===== src/rtl/control_unit.sv =====
// Single-cycle decode/execute unit: 32 x 8-bit register file, ALU and status flags.
// Outputs are registered and reflect the instruction sampled at the previous rising edge.
module control_unit (
   input  logic        clk,
   input  logic        rst,
   input  logic [31:0] addr,
   output logic [7:0]  number,
   output logic [3:0]  opcode,
   output logic [4:0]  addr1,
   output logic [4:0]  addr2,
   output logic [4:0]  addr3,
   output logic [3:0]  theflag,
   output logic [7:0]  output1
);

   typedef enum logic [3:0] {
      OpNop  = 4'd0,
      OpAdd  = 4'd1,
      OpSub  = 4'd2,
      OpAnd  = 4'd3,
      OpOr   = 4'd4,
      OpXor  = 4'd5,
      OpNot  = 4'd6,
      OpShl  = 4'd7,
      OpShr  = 4'd8,
      OpAddi = 4'd9,
      OpLdi  = 4'd10,
      OpMov  = 4'd11,
      OpCmp  = 4'd12,
      OpInc  = 4'd13,
      OpDec  = 4'd14,
      OpOut  = 4'd15
   } op_e;

   logic [7:0] r_regs [32];
   logic [7:0] r_number;
   logic [3:0] r_opcode;
   logic [4:0] r_addr1;
   logic [4:0] r_addr2;
   logic [4:0] r_addr3;
   logic [3:0] r_flags;
   logic [7:0] r_out;

   op_e        w_op;
   logic [4:0] w_dst;
   logic [4:0] w_src_a;
   logic [4:0] w_src_b;
   logic [7:0] w_imm;
   logic [7:0] w_a;
   logic [7:0] w_b;
   logic [7:0] w_rhs;
   logic [8:0] w_sum;
   logic [7:0] w_res;
   logic       w_c;
   logic       w_v;
   logic       w_we;
   logic       w_upd_flags;
   logic       w_upd_out;
   logic       w_unused_rsvd;

   assign w_op          = op_e'(addr[31:28]);
   assign w_dst         = addr[27:23];
   assign w_src_a       = addr[22:18];
   assign w_src_b       = addr[17:13];
   assign w_imm         = addr[7:0];
   assign w_unused_rsvd = ^addr[12:8];

   // Operands come from the pre-write register state, so aliased destinations read old values.
   assign w_a = r_regs[w_src_a];
   assign w_b = r_regs[w_src_b];

   always_comb begin
      w_rhs       = w_b;
      w_sum       = 9'd0;
      w_res       = 8'd0;
      w_c         = 1'b0;
      w_v         = 1'b0;
      w_we        = 1'b1;
      w_upd_flags = 1'b1;
      w_upd_out   = 1'b1;
      if (w_op == OpAddi) begin
         w_rhs = w_imm;
      end else if (w_op == OpInc || w_op == OpDec) begin
         w_rhs = 8'd1;
      end
      case (w_op)
         OpAdd, OpAddi, OpInc: begin
            w_sum = {1'b0, w_a} + {1'b0, w_rhs};
            w_res = w_sum[7:0];
            w_c   = w_sum[8];
            w_v   = (w_a[7] == w_rhs[7]) && (w_res[7] != w_a[7]);
         end
         OpSub, OpCmp, OpDec: begin
            // Bit 8 of the 9-bit difference is the borrow.
            w_sum = {1'b0, w_a} - {1'b0, w_rhs};
            w_res = w_sum[7:0];
            w_c   = w_sum[8];
            w_v   = (w_a[7] != w_rhs[7]) && (w_res[7] != w_a[7]);
            w_we  = (w_op != OpCmp);
         end
         OpAnd: w_res = w_a & w_b;
         OpOr:  w_res = w_a | w_b;
         OpXor: w_res = w_a ^ w_b;
         OpNot: w_res = ~w_a;
         OpShl: begin
            w_res = {w_a[6:0], 1'b0};
            w_c   = w_a[7];
         end
         OpShr: begin
            w_res = {1'b0, w_a[7:1]};
            w_c   = w_a[0];
         end
         OpLdi: w_res = w_imm;
         OpMov: w_res = w_a;
         OpOut: begin
            w_res       = w_a;
            w_we        = 1'b0;
            w_upd_flags = 1'b0;
         end
         default: begin
            w_we        = 1'b0;
            w_upd_flags = 1'b0;
            w_upd_out   = 1'b0;
         end
      endcase
   end

   always_ff @(posedge clk or posedge rst) begin
      if (rst) begin
         for (int i = 0; i < 32; i++) r_regs[i] <= 8'd0;
         r_number <= 8'd0;
         r_opcode <= 4'd0;
         r_addr1  <= 5'd0;
         r_addr2  <= 5'd0;
         r_addr3  <= 5'd0;
         r_flags  <= 4'd0;
         r_out    <= 8'd0;
      end else begin
         r_number <= w_imm;
         r_opcode <= addr[31:28];
         r_addr1  <= w_dst;
         r_addr2  <= w_src_a;
         r_addr3  <= w_src_b;
         if (w_we) r_regs[w_dst] <= w_res;
         if (w_upd_flags) r_flags <= {w_v, w_res[7], w_c, (w_res == 8'd0)};
         if (w_upd_out) r_out <= w_res;
      end
   end

   assign number  = r_number;
   assign opcode  = r_opcode;
   assign addr1   = r_addr1;
   assign addr2   = r_addr2;
   assign addr3   = r_addr3;
   assign theflag = r_flags;
   assign output1 = r_out;

endmodule


===== config.mk =====
export PLATFORM = sky130hd
export DESIGN_NAME = control_unit
export DESIGN_NICKNAME = d
export VERILOG_FILES = /design/src/rtl/control_unit.sv
export SDC_FILE = /design/constraint.sdc
export NUM_CORES = 1
export LEC_CHECK = 0
export ABC_AREA = 1
export CORE_AREA = 10 10 176 178
export CTS_BUF_LIST = sky130_fd_sc_hd__clkbuf_2
export DETAILED_ROUTE_END_ITERATION = 6
export DIE_AREA = 0 0 186 188
export GPL_TIMING_DRIVEN = 1
export PLACE_DENSITY = 0.82
export SLEW_MARGIN = 25
export SYNTH_ARGS = -nofsm -noshare
export SYNTH_HDL_FRONTEND = slang
export SYNTH_SLANG_ARGS = --single-unit
export TNS_END_PERCENT = 1

===== constraint.sdc =====
create_clock -name clk -period 10.92 [get_ports clk]
set_input_delay 1.638 -clock clk [delete_from_list [all_inputs] [get_ports clk]]
set_output_delay 1.638 -clock clk [all_outputs]
set_load 0.005 [all_outputs]

==> results of run 1 <==
==> worst paths after layout <==
| check | from | end | cells after the start |
|---|---|---|---|
| max | addr[14] | output1[6] | 23 |
| min | theflag[0] | theflag[0] | 2 |
| max reg2reg | r_regs[72] | output1[6] | 19 |
| min reg2reg | theflag[0] | theflag[0] | 2 |
| max in group asynchronous | rst | r_regs[208] | 3 |
| min in group asynchronous | rst | r_regs[172] | 2 |
==> worst max-delay path, cell delays in order <==
cell and delay, ps:
clkdlybuf4s50_1 390, buf_4 350, inv_2 700, buf_4 580, o21ai_0 180, o221ai_1 240
nand3_1 210, nand2_1 110, nand2_1 50, o21ai_0 150, inv_1 110, a21oi_1 290
ha_1 200, inv_1 50, fa_1 460, nand4_1 120, nand3_1 100, o21ai_0 180
nand3_1 110, nor2_1 120, nand2_1 170, inv_1 850, o21ai_0 220
==> registers in the layout (all words and copies together), names as in the netlist <==
name     flops
r_regs     256
number       8
output1      8
addr1        5
addr2        5
addr3        5
opcode       4
theflag      4
==> through the flow <==
stage               power (mW)  instance area [sq um]  setup WS, ps  instances
floorplan                 2.22                  17000          1130       2368
global placement          2.48                  17600          3320       2639
detailed placement        2.53                  17600          3270       2639
CTS                       3.27                  18200          4140       2774
global route              3.53                  18200          3520       2775
finish                    3.30                  18200          3930       2775
==> cells by family (layout without fill, tap and decap cells) <==
| kind of cell | after synthesis | in the layout |
|---|---|---|
| AND/OR/NAND/NOR | 1175 | 1175 |
| AO/OA/AOI/OAI | 537 | 537 |
| buffers and inverters | 311 | 371 |
| flip-flops | 295 | 295 |
| adder cells (fa/ha/maj) | 35 | 35 |
| multiplexers | 13 | 13 |
| XOR/XNOR | 2 | 2 |
| other | 0 | 1 |
==> layout by cell type (no fill, tap or decap), types with 11 or more instances in the layout <==
cell,netlist,routed
nand2_1,684,684
o21ai_0,396,396
dfrtp_1,295,295
nand3_1,277,277
nor2_1,188,186
inv_1,138,135
clkbuf_2,5,104
clkdlybuf4s50_1,0,64
a21oi_1,56,56
o221ai_1,33,33
ha_1,33,33
clkinv_1,3,29
buf_4,10,22
o211ai_1,20,20
a31oi_1,13,13
mux2_2,13,13
nor3_1,11,11
==> power breakdown <==
group / switching, mW / total [mW] / leakage [nW] / internal, mW
logic: 0.619 / 0.954 / 4.38 / 0.335
registers: 0.214 / 1.59 / 3.75 / 1.38
clock network: 0.477 / 0.759 / 0.503 / 0.283
total: 1.31 / 3.30 / 8.64 / 1.99
==> layout make-up <==
type | count | area, sq um | area share, %
diodes | 1 | 2.50 | 0.0137
clock inverters | 31 | 150 | 0.824
inverters | 149 | 569 | 3.12
well taps | 346 | 433 | 2.37
flip-flops and latches | 295 | 7380 | 40.5
clock buffers | 104 | 520 | 2.86
multi-input cells | 1762 | 8360 | 45.9
repair buffers | 87 | 811 | 4.45
==> per-layer routing <==
metal  vias to the layer above  part of all wire [%]  global-route usage (%)
li1                       7920                     -                       -
met1                      8121                    38                    43.1
met2                      1302                    44                    47.9
met3                       231                    14                    8.89
met4                         2                   5.0                    16.8
met5                         -                 0.035                       0
==> impl_metrics.ini, run 1 <==
[outcome]
status = finished, final reports clean

[grt]
first_global_vias = 16500
overflow = 0
antenna_found_initial = 2
grt_max_degree = 115
grtUsageTotal_pct = 32.6
grt_pass1_wl_um = 90900

[timing]
rsz0062_at_grt = false
setup_violations = 0
min_period_ps = 6990
max_freq_mhz = 143
finClkSkew_ps = 116
slew_viol_final = 0
hold_viol_final = 0
hold_ws_ps = 493
setup_tns_ps = 0
slew_headroom_pct = 26.9
tightest_slew_ps = 1100
period_share_pct = 64.0

[logic_synthesis]
synth_xor_area_share_pct = 0.103
synth_nets = 2437
muxShareOfSynthArea_pct = 0.859
synth_top_area_cell = dfrtp_1
synth.cell_area_sq_um = 17000
syn_avg_cell_area_sq_um = 7.20
yosysTopAreaCellShare_pct = 43.3
synth_compound_area_share_pct = 17.1
ys_seq_elements = 295
yosys-top-cells-count = nand2_1 (684), o21ai_0 (396), dfrtp_1 (295), nand3_1 (277), nor2_1 (188)
ys_warn_count = 0
synthArstFlopShare_pct = 100
ys_types = 37
yosysSeqAreaShare_pct = 43.3
synthAdderAreaFrac_pct = 2.66
synth_edf_count = 0
synthTopCellsByArea = dfrtp_1 (43%), nand2_1 (15%), o21ai_0 (12%)
syn_inst = 2368
yosys.area_share.simple_pct = 28.3
yosysMostFrequentCell = nand2_1
ys.flop_type = dfrtp_1
synth_top_family_by_area = simple AND/OR/NAND/NOR gates

[critical_path]
worstPathArrival_ps = 7650
reg2reg_setup_slack_ps = 6280
cp-end-kind = register
crit_path_max_fanout = 48
crit_required_ps = 11580
path_class = in -> reg
worstSetupStartpointType = input pin

[clock_network]
cts_root_buffer = clkbuf_2
clock_sinks = 295
clkSlewWorstSetupHoldPaths_ps = 90
clk_latency_ps = 900
cts_buffers = 77
tritoncts = yes
htree_num_levels = 3
clock_path_buffers = 3
cts_hold_buf = 0
cts-resized-gates = 0
cts_setup_buffers = 0

[cells_and_area]
nFillCells = 2463
drive_gt1_share_pct = 6.80
final_nets = 2441
areaGrowthSynthToFinish_pct = 6.92
final_util_pct = 66.3

[run]
cap_violations = 0

[floorplanning]
dieHeight_um = 188
initial_core_util_pct = 62.0
ios = 73
coreArea_sq_um = 27500
die-area_sq_um = 35000
die_w_um = 186
rows = 61

[drt]
wl_um = 57200
drt_iter0_markers = 2955
avgRoutedWirePerCell_um = 20.6
viasPerCell = 6.33
drc_errors = 0
ant_nets = 0
drt-pass1-iter-count = 7
dr_total_vias = 17600

[place]
place.gp.congestion = 0.965
io_buffers = 67
hpwl_um = 36000

[pwr]
p_leak_nw = 8.64
ir_drop_mv = 0.106
power_density_nw_per_um2 = 181

[worst_hold_path]
holdCritPathClass = reg -> reg
No activity file was read; power rests on OpenSTA's default activity.
==> run 2: changes to the inputs <==
--- a/config.mk
+++ b/config.mk
@@ -6,12 +6,12 @@
 export NUM_CORES = 1
 export LEC_CHECK = 0
 export ABC_AREA = 1
-export CORE_AREA = 10 10 176 178
+export CORE_AREA = 10 10 184 186
 export CTS_BUF_LIST = sky130_fd_sc_hd__clkbuf_2
 export DETAILED_ROUTE_END_ITERATION = 6
-export DIE_AREA = 0 0 186 188
+export DIE_AREA = 0 0 194 196
 export GPL_TIMING_DRIVEN = 1
-export PLACE_DENSITY = 0.82
+export PLACE_DENSITY = 0.78
 export SLEW_MARGIN = 25
 export SYNTH_ARGS = -nofsm -noshare
 export SYNTH_HDL_FRONTEND = slang
==> constraint.sdc (replaced) <==
create_clock -name clk -period 5.62 [get_ports clk]
set_input_delay 0.843 -clock clk [delete_from_list [all_inputs] [get_ports clk]]
set_output_delay 0.843 -clock clk [all_outputs]
set_load 0.005 [all_outputs]
==> run 2 against run 1 <==
  * The flow now finishes with violations (DRC)
  * Utilization fell by 4.2 points
  * Final area rose by 3.1%
  * Sequential cell count stayed put
  * Non-clock buffer count rose by 37
  * Largest power group unchanged
  * Via count grew 0.48%
  * Critical endpoint is now r_regs[175]
  * Sequential power increased by 94%
  * Global-route usage down 3.1 points
  * Clock skew down 28 ps
  * Power increased by 100%
  * Combinational power rose by 100%
==> impl_metrics.ini, run 2 (synthesis results as in run 1) <==
[clock_network]
cts-resized-gates = 0
tritoncts = yes
clk_latency_ps = 970
htree_num_levels = 3
cts_hold_buf = 0
cts_root_buffer = clkbuf_2
cts_setup_buffers = 0
clkSlewWorstSetupHoldPaths_ps = 110
clock_path_buffers = 3
cts_buffers = 77
clock_sinks = 295

[timing]
slew_headroom_pct = 39.0
max_freq_mhz = 212
finClkSkew_ps = 88.3
min_period_ps = 4710
hold_viol_final = 0
tightest_slew_ps = 915
setup_tns_ps = 0
rsz0062_at_grt = false
period_share_pct = 83.9
setup_violations = 0
slew_viol_final = 0

[drt]
dr_total_vias = 17700
drt-pass1-iter-count = 7
drt_iter0_markers = 2614
ant_nets = 0
drc_errors = 1
viasPerCell = 6.16
wl_um = 58100
avgRoutedWirePerCell_um = 20.3

[place]
io_buffers = 67
place.gp.congestion = 0.998
hpwl_um = 37900
placed_cells = 2726

[grt]
grt_pass1_wl_um = 90800
antenna_found_initial = 2
first_global_vias = 16600
overflow = 0
grt_max_degree = 147
grtUsageTotal_pct = 29.5

[critical_path]
r2r_cells = 20
crit_required_ps = 6400
path_class = in -> reg
crit_path_max_fanout = 22
cp-end-kind = register
reg2reg_from = r_regs[44]
worstSetupStartpointType = input pin
worstPathArrival_ps = 5490
crit_end = r_regs[175]
rr_endpoint = r_regs[175]
reg2reg_setup_slack_ps = 1510
crit_start = addr[14]

[cells_and_area]
final_util_pct = 62.1
mostFrequentLayoutCells = nand2_1 (684), o21ai_0 (396), dfrtp_1 (295), nand3_1 (277), nor2_1 (187)
drive_gt1_share_pct = 8.63
areaGrowthSynthToFinish_pct = 10.3
final_nets = 2478
largest_reg_flops = 256
final_common_cell = nand2_1
top_register = r_regs
finalNonFillerCells = 2865

[pwr]
power_density_nw_per_um2 = 351
ir_drop_mv = 0.195
power_mw = 6.59
p_leak_nw = 8.93

[floorplanning]
rows = 64
die_w_um = 194
coreArea_sq_um = 30300
ios = 73
die-area_sq_um = 38000
dieHeight_um = 196
initial_core_util_pct = 56.3

[outcome]
violations = DRC
status = finished with violations

[worst_hold_path]
holdCritPathClass = in -> reg

[run]
cap_violations = 0
-- run 2: report_power, final --
| group | switching [mW] | leakage, nW | internal, mW | total, mW |
|---|---|---|---|---|
| Sequential | 0.415 | 3.75 | 2.67 | 3.09 |
| Clock | 0.923 | 0.551 | 0.629 | 1.55 |
| Combinational | 1.24 | 4.63 | 0.715 | 1.95 |
-- run 2: area by class of cell --
type                    count  area (sq um)
well taps                 396           495
clock inverters            25           153
clock buffers             113           566
diodes                      1          2.50
inverters                 149           566
flip-flops and latches    295          7380
repair buffers            124          1280
fillers                  2753         11500
multi-input cells        1762          8360
-- run 2: per-layer routing --
layer	vias up	GRT usage (%)	part of all wire, %
met5	-	0	0
met4	0	17.1	5.4
met3	235	7.67	12
met2	1203	43.8	43
met1	8224	38.4	40
li1	7999	-	-
-- run 2: how the worst min path moves through the flow --
stage,from,endpoint,depth (start not counted)
after global placement,theflag[0],theflag[0],2
after CTS,addr[13],addr3[0],1
final,addr[13],addr3[0],1
after global routing,addr[13],addr3[0],1
after detailed placement,theflag[0],theflag[0],2
after floorplan,r_regs[112],r_regs[112],2
-- run 2: per-stage QoR --
stage,setup slack [ps],hold slack (ps),area [sq um]
2_1_floorplan,860,469,17100
3_3_place_gp,206,483,18100
3_5_place_dp,170,480,18100
4_1_cts,1140,176,18800
5_1_grt,569,194,18800
6_report,906,218,18800
-- run 2: worst max-delay path: stages --
cell and delay [ps]:
clkdlybuf4s50_1 470, inv_2 430, buf_4 270, o21ai_0 110, o221ai_1 340, nand3_1 280, nand3_1 130, nand2_1 140
inv_1 110, nand2_1 50, o21ai_0 150, ha_1 380, a21oi_1 240, nor3_1 70, a211oi_1 250, nand3_1 120
nand3_1 100, nand2_1 80, inv_1 90, nand2_2 360, mux2_2 430
